## config.mk

```make
export PLATFORM = sky130hd
export DESIGN_NAME = uart_rx_ok
export DESIGN_NICKNAME = d
export VERILOG_FILES = /design/src/rtl/uart_pkg.sv /design/src/rtl/uart_rx_core.sv /design/src/rtl/uart_rx_ok.sv
export SDC_FILE = /design/constraint.sdc
export NUM_CORES = 1
export LEC_CHECK = 0
export ABC_AREA = 1
export CORE_MARGIN = 2
export CORE_UTILIZATION = 39
export CTS_BUF_LIST = sky130_fd_sc_hd__clkbuf_2 sky130_fd_sc_hd__clkbuf_4 sky130_fd_sc_hd__clkbuf_8
export CTS_CLUSTER_SIZE = 30
export DETAILED_ROUTE_END_ITERATION = 16
export SETUP_SLACK_MARGIN = 0.02
export SLEW_MARGIN = 20
export SYNTH_ARGS = -nofsm -noshare
export SYNTH_HDL_FRONTEND = slang
export SYNTH_SLANG_ARGS = --single-unit
```

## constraint.sdc

```tcl
create_clock -name iCLK -period 1.6 [get_ports iCLK]
set_clock_uncertainty 0.05 [all_clocks]
set_input_delay 0.4 -clock iCLK [delete_from_list [all_inputs] [get_ports iCLK]]
set_output_delay 0.4 -clock iCLK [all_outputs]
set_load 0.05 [all_outputs]
```

## src/rtl/uart_pkg.sv

```systemverilog
// Shared UART constants: line timing, bit-FSM states, match-FSM states and the ASCII codes
// of the AT-command response terminators.
package uart_pkg;

   localparam int CLK  = 50_000_000;
   localparam int BAUD = 115200;
   localparam int DIV  = CLK / BAUD;
   localparam int HALF = DIV / 2;

   typedef enum logic [1:0] {IDLE, START, DATA, STOP} rx_state_e;
   typedef enum logic [1:0] {M_IDLE, M_O, M_K, M_CR} match_state_e;

   localparam logic [7:0] ASC_O  = 8'h4F;
   localparam logic [7:0] ASC_K  = 8'h4B;
   localparam logic [7:0] ASC_CR = 8'h0D;
   localparam logic [7:0] ASC_LF = 8'h0A;
   localparam logic [7:0] ASC_E  = 8'h45;
   localparam logic [7:0] ASC_R  = 8'h52;

   // Expected byte at each position of "ERROR\r\n".
   function automatic logic [7:0] err_char(input logic [2:0] idx);
      case (idx)
         3'd0:    err_char = ASC_E;
         3'd1:    err_char = ASC_R;
         3'd2:    err_char = ASC_R;
         3'd3:    err_char = ASC_O;
         3'd4:    err_char = ASC_R;
         3'd5:    err_char = ASC_CR;
         3'd6:    err_char = ASC_LF;
         default: err_char = 8'h00;
      endcase
   endfunction

endpackage

```

## src/rtl/uart_rx_core.sv

```systemverilog
// Bit-level 8N1 receiver: 2-FF synchroniser, baud counter and IDLE/START/DATA/STOP sampling FSM.
module uart_rx_core
   import uart_pkg::*;
#(
   parameter int DIV_P  = DIV,
   parameter int HALF_P = HALF
) (
   input  logic       iCLK,
   input  logic       RST_n,
   input  logic       rx,
   output logic [7:0] rx_data,
   output logic       rx_valid,
   output logic       frame_err
);
   localparam int            CW       = $clog2(DIV_P);
   localparam logic [CW-1:0] CNT_HALF = CW'(HALF_P - 1);
   localparam logic [CW-1:0] CNT_FULL = CW'(DIV_P - 1);

   logic          sync1_q, sync2_q, rx_prev_q;
   logic          rx_s;
   rx_state_e     state_q;
   logic [CW-1:0] cnt_baud_q;
   logic [2:0]    bit_cnt_q;
   logic [7:0]    shift_q;

   assign rx_s = sync2_q;

   always_ff @(posedge iCLK or negedge RST_n) begin
      if (!RST_n) begin
         sync1_q   <= 1'b1;
         sync2_q   <= 1'b1;
         rx_prev_q <= 1'b1;
      end else begin
         sync1_q   <= rx;
         sync2_q   <= sync1_q;
         rx_prev_q <= rx_s;
      end
   end

   // A low stop bit leaves the line low, so the falling-edge test in IDLE
   // naturally waits for the line to return high before the next frame.
   always_ff @(posedge iCLK or negedge RST_n) begin
      if (!RST_n) begin
         state_q    <= IDLE;
         cnt_baud_q <= '0;
         bit_cnt_q  <= '0;
         shift_q    <= '0;
         rx_data    <= '0;
         rx_valid   <= 1'b0;
         frame_err  <= 1'b0;
      end else begin
         rx_valid   <= 1'b0;
         frame_err  <= 1'b0;
         cnt_baud_q <= cnt_baud_q + CW'(1);
         case (state_q)
            IDLE: begin
               cnt_baud_q <= '0;
               if (rx_prev_q && !rx_s) state_q <= START;
            end
            START: begin
               if (cnt_baud_q == CNT_HALF) begin
                  cnt_baud_q <= '0;
                  bit_cnt_q  <= '0;
                  state_q    <= rx_s ? IDLE : DATA;
               end
            end
            DATA: begin
               if (cnt_baud_q == CNT_FULL) begin
                  cnt_baud_q <= '0;
                  shift_q    <= {rx_s, shift_q[7:1]};
                  bit_cnt_q  <= bit_cnt_q + 3'd1;
                  if (bit_cnt_q == 3'd7) state_q <= STOP;
               end
            end
            STOP: begin
               if (cnt_baud_q == CNT_FULL) begin
                  cnt_baud_q <= '0;
                  state_q    <= IDLE;
                  if (rx_s) begin
                     rx_data  <= shift_q;
                     rx_valid <= 1'b1;
                  end else begin
                     frame_err <= 1'b1;
                  end
               end
            end
            default: state_q <= IDLE;
         endcase
      end
   end

endmodule

```

## src/rtl/uart_rx_ok.sv

```systemverilog
// UART receiver that scans the byte stream for "OK\r\n" and raises a sticky receiver_OK.
// Define UART_RX_ERR_DETECT_EN to add the independent "ERROR\r\n" matcher and receiver_ERR.
module uart_rx_ok #(
   parameter int CLK  = 50_000_000,
   parameter int BAUD = 115200
) (
   input  logic       iCLK,
   input  logic       RST_n,
   input  logic       rx,
   input  logic       receive_ok_en,
   output logic [7:0] rx_data,
   output logic       rx_valid,
   output logic       frame_err,
   output logic       receiver_OK
`ifdef UART_RX_ERR_DETECT_EN
   ,
   output logic       receiver_ERR
`endif
);
   import uart_pkg::*;

   localparam int DIV_T  = CLK / BAUD;
   localparam int HALF_T = DIV_T / 2;

   match_state_e m_state_q, m_state_d;
   logic         ok_hit;
   logic         ok_en_q;
   logic         flag_clr;

   uart_rx_core #(
      .DIV_P  (DIV_T),
      .HALF_P (HALF_T)
   ) u_core (
      .iCLK      (iCLK),
      .RST_n     (RST_n),
      .rx        (rx),
      .rx_data   (rx_data),
      .rx_valid  (rx_valid),
      .frame_err (frame_err)
   );

   assign flag_clr = receive_ok_en && !ok_en_q;

   // 'O' restarts the match from any state so "OOK\r\n" still hits.
   always_comb begin
      m_state_d = m_state_q;
      ok_hit    = 1'b0;
      if (frame_err) begin
         m_state_d = M_IDLE;
      end else if (rx_valid) begin
         m_state_d = M_IDLE;
         if (rx_data == ASC_O) begin
            m_state_d = M_O;
         end else begin
            case (m_state_q)
               M_O:     if (rx_data == ASC_K)  m_state_d = M_K;
               M_K:     if (rx_data == ASC_CR) m_state_d = M_CR;
               M_CR:    if (rx_data == ASC_LF) ok_hit = 1'b1;
               default: m_state_d = M_IDLE;
            endcase
         end
      end
   end

   always_ff @(posedge iCLK or negedge RST_n) begin
      if (!RST_n) begin
         m_state_q   <= M_IDLE;
         ok_en_q     <= 1'b0;
         receiver_OK <= 1'b0;
      end else begin
         m_state_q <= m_state_d;
         ok_en_q   <= receive_ok_en;
         if (ok_hit)        receiver_OK <= 1'b1;
         else if (flag_clr) receiver_OK <= 1'b0;
      end
   end

`ifdef UART_RX_ERR_DETECT_EN
   logic [2:0] err_idx_q, err_idx_d;
   logic       err_hit;

   always_comb begin
      err_idx_d = err_idx_q;
      err_hit   = 1'b0;
      if (frame_err) begin
         err_idx_d = '0;
      end else if (rx_valid) begin
         if (rx_data == err_char(err_idx_q)) begin
            if (err_idx_q == 3'd6) begin
               err_hit   = 1'b1;
               err_idx_d = '0;
            end else begin
               err_idx_d = err_idx_q + 3'd1;
            end
         end else if (rx_data == ASC_E) begin
            err_idx_d = 3'd1;
         end else begin
            err_idx_d = '0;
         end
      end
   end

   always_ff @(posedge iCLK or negedge RST_n) begin
      if (!RST_n) begin
         err_idx_q    <= '0;
         receiver_ERR <= 1'b0;
      end else begin
         err_idx_q <= err_idx_d;
         if (err_hit)       receiver_ERR <= 1'b1;
         else if (flag_clr) receiver_ERR <= 1'b0;
      end
   end
`endif

endmodule

```

Word-level counts from Yosys, hierarchy flattened
Cells that the tools add are included.
{"block": "totals", "ff_bits": 39, "latchBits": 0, "ramBits": 0, "rom_bits": 0, "inputBits": 4, "output_inout_bits": 11, "wordCells": 78, "memories": 0}
{"block": "op_classes", "addsub": 2, "mul": 0, "n_div": 0, "magnitude_cmp": 0, "eq_ne": 18, "n_shift": 0, "mux": 32, "bitwise": 0, "n_reduce_logical": 13}
{"operator": "$pmux 9 s3", "n": 1}
{"operator": "$mux 2", "n": 11}
{"operator": "$mux 9", "n": 2}
{"operator": "$eq 8x4->1 const B", "n": 2}
{"operator": "$eq 8x7->1 const B", "n": 2}
{"operator": "$mux 1", "n": 13}
{"operator": "$ne 2x1->1 const B", "n": 5}
{"operator": "$add 9x1->9 const B", "n": 1}
{"operator": "$eq 9x8->1 const B", "n": 1}
{"operator": "$eq 9x9->1 const B", "n": 1}
{"operator": "$eq 2x2->1 const B", "n": 4}
{"operator": "$pmux 2 s4", "n": 1}
{"operator": "$mux 3", "n": 2}
{"operator": "$pmux 3 s2", "n": 1}
{"operator": "$reduce_and 3->1", "n": 2}
{"operator": "$reduce_bool 2->1", "n": 3}
{"operator": "$reduce_and 5->1", "n": 1}
{"operator": "$eq 2x1->1 const B", "n": 2}
{"operator": "$pmux 2 s2", "n": 1}
{"operator": "$add 3x1->3 const B", "n": 1}
{"operator": "$eq 3x3->1 const B", "n": 1}
{"operator": "$logic_and 1x1->1", "n": 2}
{"operator": "$logic_not 1->1", "n": 2}
{"operator": "$logic_not 2->1", "n": 1}
{"operator": "other kinds (2)", "n": 2}

Logic depth before layout (Yosys ltp)
{"block": "depth", "ltp_word": 7, "mapped_depth": 10, "mapped_depth_nobuf": 9}

Cells and area by module
A second synthesis with hierarchy kept.
{"block": "unflattened", "cells_unflattened": 223, "hier_area_um2": 1950.6}
{"mod": "uart_rx_core", "instances": 1, "cells_per_inst": 171, "area_per_inst_um2": 1619.1, "seq_area_each_um2": 879.6}
{"mod": "uart_rx_ok", "instances": 1, "cells_per_inst": 52, "area_per_inst_um2": 331.6, "seq_area_each_um2": 100.1}

Least setup slack after synthesis
OpenSTA, ideal clock, no wires.
{"block": "synth_path", "path_kind": "flip-flop to flip-flop", "start": "register u_core.cnt_baud_q[1]", "end": "register u_core.rx_data[6]", "setup_ns": 0.119, "arrival_time_ns": 1.302, "required_ns": 1.431, "path_slack_ns": 0.129, "path_stages_with_launch": 11, "synth_period_minus_slack_ns": 1.471, "cell_sequence": "dfrtp_1 > inv_1 > ha_1 > nand2_1 > nor2_4 > nand2_4 > inv_6 > nand3_4 > buf_6 > nand2_2 > o21ai_2"}
{"block": "synth_via", "elab_chain_len": 2}
{"item": "start, declared", "line_no": "uart_rx_core.sv:22", "text": "logic [CW-1:0] cnt_baud_q;"}
{"item": "start signal, assigned", "line_no": "uart_rx_core.sv:54", "text": "cnt_baud_q <= cnt_baud_q + CW'(1);"}
{"item": "$eq 9x9->1", "line_no": "uart_rx_core.sv:76", "text": "if (cnt_baud_q == CNT_FULL) begin"}
{"item": "$reduce_and 3->1 (no line)"}
{"item": "end signal, assigned", "line_no": "uart_rx_core.sv:80", "text": "rx_data <= shift_q;"}
{"item": "end, declared", "line_no": "uart_rx_core.sv:11", "text": "output logic [7:0] rx_data,"}
Every way passes these cells.
A chain may end at the register's enable or synchronous reset.

Final worst setup path
{"block": "layout_path", "start": "register u_core.cnt_baud_q[1]", "end": "register u_core.rx_data[1]"}
The elaborated chain is that of the path after synthesis.

==> impl_metrics.env <==
export IMPL_cts_root_buf="clkbuf_8"
export IMPL_maxSlewViolCount=0
export IMPL_hpwl_um=2380
export IMPL_ys_seq_area_frac=0.510
export IMPL_fin_crit_ns=1.45
export IMPL_fmax_mhz=691
export IMPL_io_buffers=14
export IMPL_layout_common_cells="52 x nand2_1, 35 x dfrtp_1, 24 x nor2_1, 23 x inv_1, 14 x o21ai_2"
export IMPL_synth_seq_cells=39
export IMPL_fp_dieArea_sq_um=5500
export IMPL_rsz0062_at_grt="no"
export IMPL_areaGrowthSynthToFinish_pct=24.9
export IMPL_crit_path_cell_trace="inv_2 -> ha_1 -> nand2_1 -> nor2_4 -> nand2_4 -> inv_8 -> nand3_2 -> nand2_1 -> o21ai_2"
export IMPL_comb_power_share=0.182
export IMPL_critical_path_class="reg -> reg"
export IMPL_drive_gt1_frac=0.253
export IMPL_nFillCells=447
export IMPL_stdcell_area_sq_um=2400
export IMPL_clkLatencyLatePin_ns=0.28
export IMPL_cp_slowest_cell="dfrtp_1"
export IMPL_path_clk_slew_ns=0.07
export IMPL_stdcell_count=304
export IMPL_die_y_um=74.2
export IMPL_placedCellCount=293
export IMPL_tightest_slew_ns=0.375
export IMPL_avgRoutedWirePerCell_um=10.7
export IMPL_postRouteAntennaNets=0
export IMPL_use_met2=0.219
export IMPL_max_cap_violations=0
export IMPL_vias=1389
export IMPL_seqPwrFrac=0.518
export IMPL_tritoncts="done"
export IMPL_timing_final_crit_share=0.905
export IMPL_rows=25
export IMPL_power_uw=2220
export IMPL_ys_types=26
export IMPL_crit_family="simple AND/OR/NAND/NOR gates"
export IMPL_via_per_inst=4.57
export IMPL_synth_top_area_frac=0.469
export IMPL_start_util=0.407
export IMPL_grt_pass1_wl_um=5860
export IMPL_critPathMaxFanout=9
export IMPL_syn_num_nets=225
export IMPL_grt_busiest_layer="met2"
export IMPL_min_from="u_core.sync1_q$_DFF_PN1_"
export IMPL_fin_util=0.508
export IMPL_grt_pass1_vias=1345
export IMPL_synthCells=213
export IMPL_htreeDepth=2
export IMPL_avgSynthCellArea_sq_um=9.02
export IMPL_grt_max_degree=25
export IMPL_intPower_uw=1540
export IMPL_cts_made_buffers=5
export IMPL_maxSlewHeadroom=0.750
export IMPL_fp_dieW_um=74.2
export IMPL_p_sw_uw=675
export IMPL_cts_sinks=39
export IMPL_grt_use_total=0.140
export IMPL_status="complete, no violations"
export IMPL_setup_viol=0
export IMPL_yosys_top_cells_area="dfrtp_1 47%, nand2_1 11%, o21ai_2 6.4%"
export IMPL_synth_area_leader_cell="dfrtp_1"
export IMPL_p_sw_frac=0.304
export IMPL_final_hold_viol_count=0
export IMPL_use_met3=0.0366
export IMPL_r2r_start="u_core.cnt_baud_q[1]$_DFF_PN0_"
export IMPL_drc=0
export IMPL_first_pass_iters=4
export IMPL_antenna_found_initial=0
export IMPL_irDropWorstVdd_mv=0.620
export IMPL_hp_class="reg -> reg"
export IMPL_mostFrequentLayoutCell="nand2_1"
export IMPL_coreArea_sq_um=4720
export IMPL_cp_end_kind="register"
export IMPL_cpMostUsedCell="nand2_1"
export IMPL_grt_ovfl_total=0
export IMPL_yosysWarnings=0
export IMPL_cp_buffers_inverters=2
export IMPL_fin_setup_tns_ns=0
export IMPL_io_pins=15
export IMPL_postPlaceCellArea_sq_um=2250
export IMPL_power_share_clock=0.299
export IMPL_crit_required_ns=1.73
export IMPL_drt_wl_total_um=3240
export IMPL_drt_iter0_drc=79
export IMPL_grt_use_met1=0.184
export IMPL_pwr_density_cell_nw_per_um2=924
export IMPL_arrival_ns=1.58
export IMPL_final_nets=248
export IMPL_cts_max_path_buffers=2
export IMPL_place_gp_congestion=0.843
export IMPL_crit_start="u_core.cnt_baud_q[1]$_DFF_PN0_"
export IMPL_synth_area_sq_um=1920
export IMPL_num_antenna_cells=0
export IMPL_post_cts_buffers=0
export IMPL_startpoint_type="register"
export IMPL_p_leak_uw=0.00111
export IMPL_critPathMaxStageDelay_ns=0.40
==> flip-flops by register name (all words and copies together), names as in the netlist, 2 cells and up, named ones only <==
signal	count
m_state_q	2
u_core.bit_cnt_q	3
u_core.cnt_baud_q	9
u_core.rx_data	8
u_core.shift_q	8
==> cell families (layout without fill, tap and decap cells) <==
group | Yosys count | after routing | share of synthesized area
flip-flops | 39 | 39 | 0.510
buffers and inverters | 32 | 54 | 0.0730
AND/OR/NAND/NOR | 108 | 110 | 0.259
AO/OA/AOI/OAI | 22 | 22 | 0.0873
adder cells (fa/ha/maj) | 8 | 8 | 0.0521
XOR/XNOR | 4 | 4 | 0.0182
==> power by group through the flow <==
stage               Combinational (uW)  Clock [uW]  Sequential [uW]
finish                             404         664             1150
global route                       463         740             1160
CTS                                374         695             1140
detailed placement                 365           0             1160
global placement                   358           0             1160
floorplan                          280           0             1140
==> per-stage QoR <==
step | setup WS (ns) | hold slack [ns]
after detailed placement | 0.0134 | 0.296
after floorplan | 0.129 | 0.0544
after CTS | 0.0278 | 0.308
after global routing | 0.0276 | 0.316
final | 0.152 | 0.307
after global placement | 0.0566 | 0.289
==> layout make-up <==
type	count	area [sq um]	share of cell area
Timing Repair Buffer	16	275	0.115
Multi-Input combinational cell	144	845	0.352
Tap cell	67	83.8	0.0350
Sequential cell	39	981	0.409
Clock buffer	8	91.3	0.0381
Inverter	30	123	0.0511
==> synth_stat cells <==
master    instances
nor3b_1           1
nand3_1          11
xor2_1            3
inv_2             5
nand2_4           2
nand2_1          54
nor3_1            1
nor2_4            2
inv_6             1
o21ai_0           3
o21ai_2          14
o21bai_1          1
nor2_2            1
nor2_1           25
nand3b_1          2
nand3_4           1
dfstp_2           3
nand2_2           3
buf_6             2
o31ai_1           1
nand4_1           5
inv_1            24
ha_1              8
a21oi_1           3
xnor2_1           1
dfrtp_1          36
==> final timing paths <==
path / slack, ns / cells after the start / to
hold reg to reg: 0.31 / 0 / u_core.rx_s$_DFF_PN1_
max in group asynchronous: 0.54 / 3 / u_core.cnt_baud_q[0]$_DFF_PN0_
setup / recovery: 0.15 / 9 / u_core.rx_data[1]$_DFFE_PN0P_
min in group asynchronous: 0.51 / 2 / u_core.cnt_baud_q[8]$_DFF_PN0_
hold / removal: 0.31 / 0 / u_core.rx_s$_DFF_PN1_
setup reg to reg: 0.15 / 9 / u_core.rx_data[1]$_DFFE_PN0P_
==> routing by layer <==
metal / routed length [um] / vias to the layer above / share of wire
met4: 59 / 0 / 0.018
met2: 1540 / 16 / 0.47
met3: 90 / 5 / 0.028
li1: - / 726 / -
met1: 1560 / 642 / 0.48
met5: 0 / - / 0
==> timing repair <==
| action | CTS | global route |
|---|---|---|
| hold buffers | 1 | 0 |
| hold endpoints to repair | 12 | 0 |
| gates cloned | 1 | 1 |
| setup endpoints to repair | 7 | 29 |
| gates resized for setup | 0 | 9 |
Note: power is estimated with default switching activity, not from simulation.
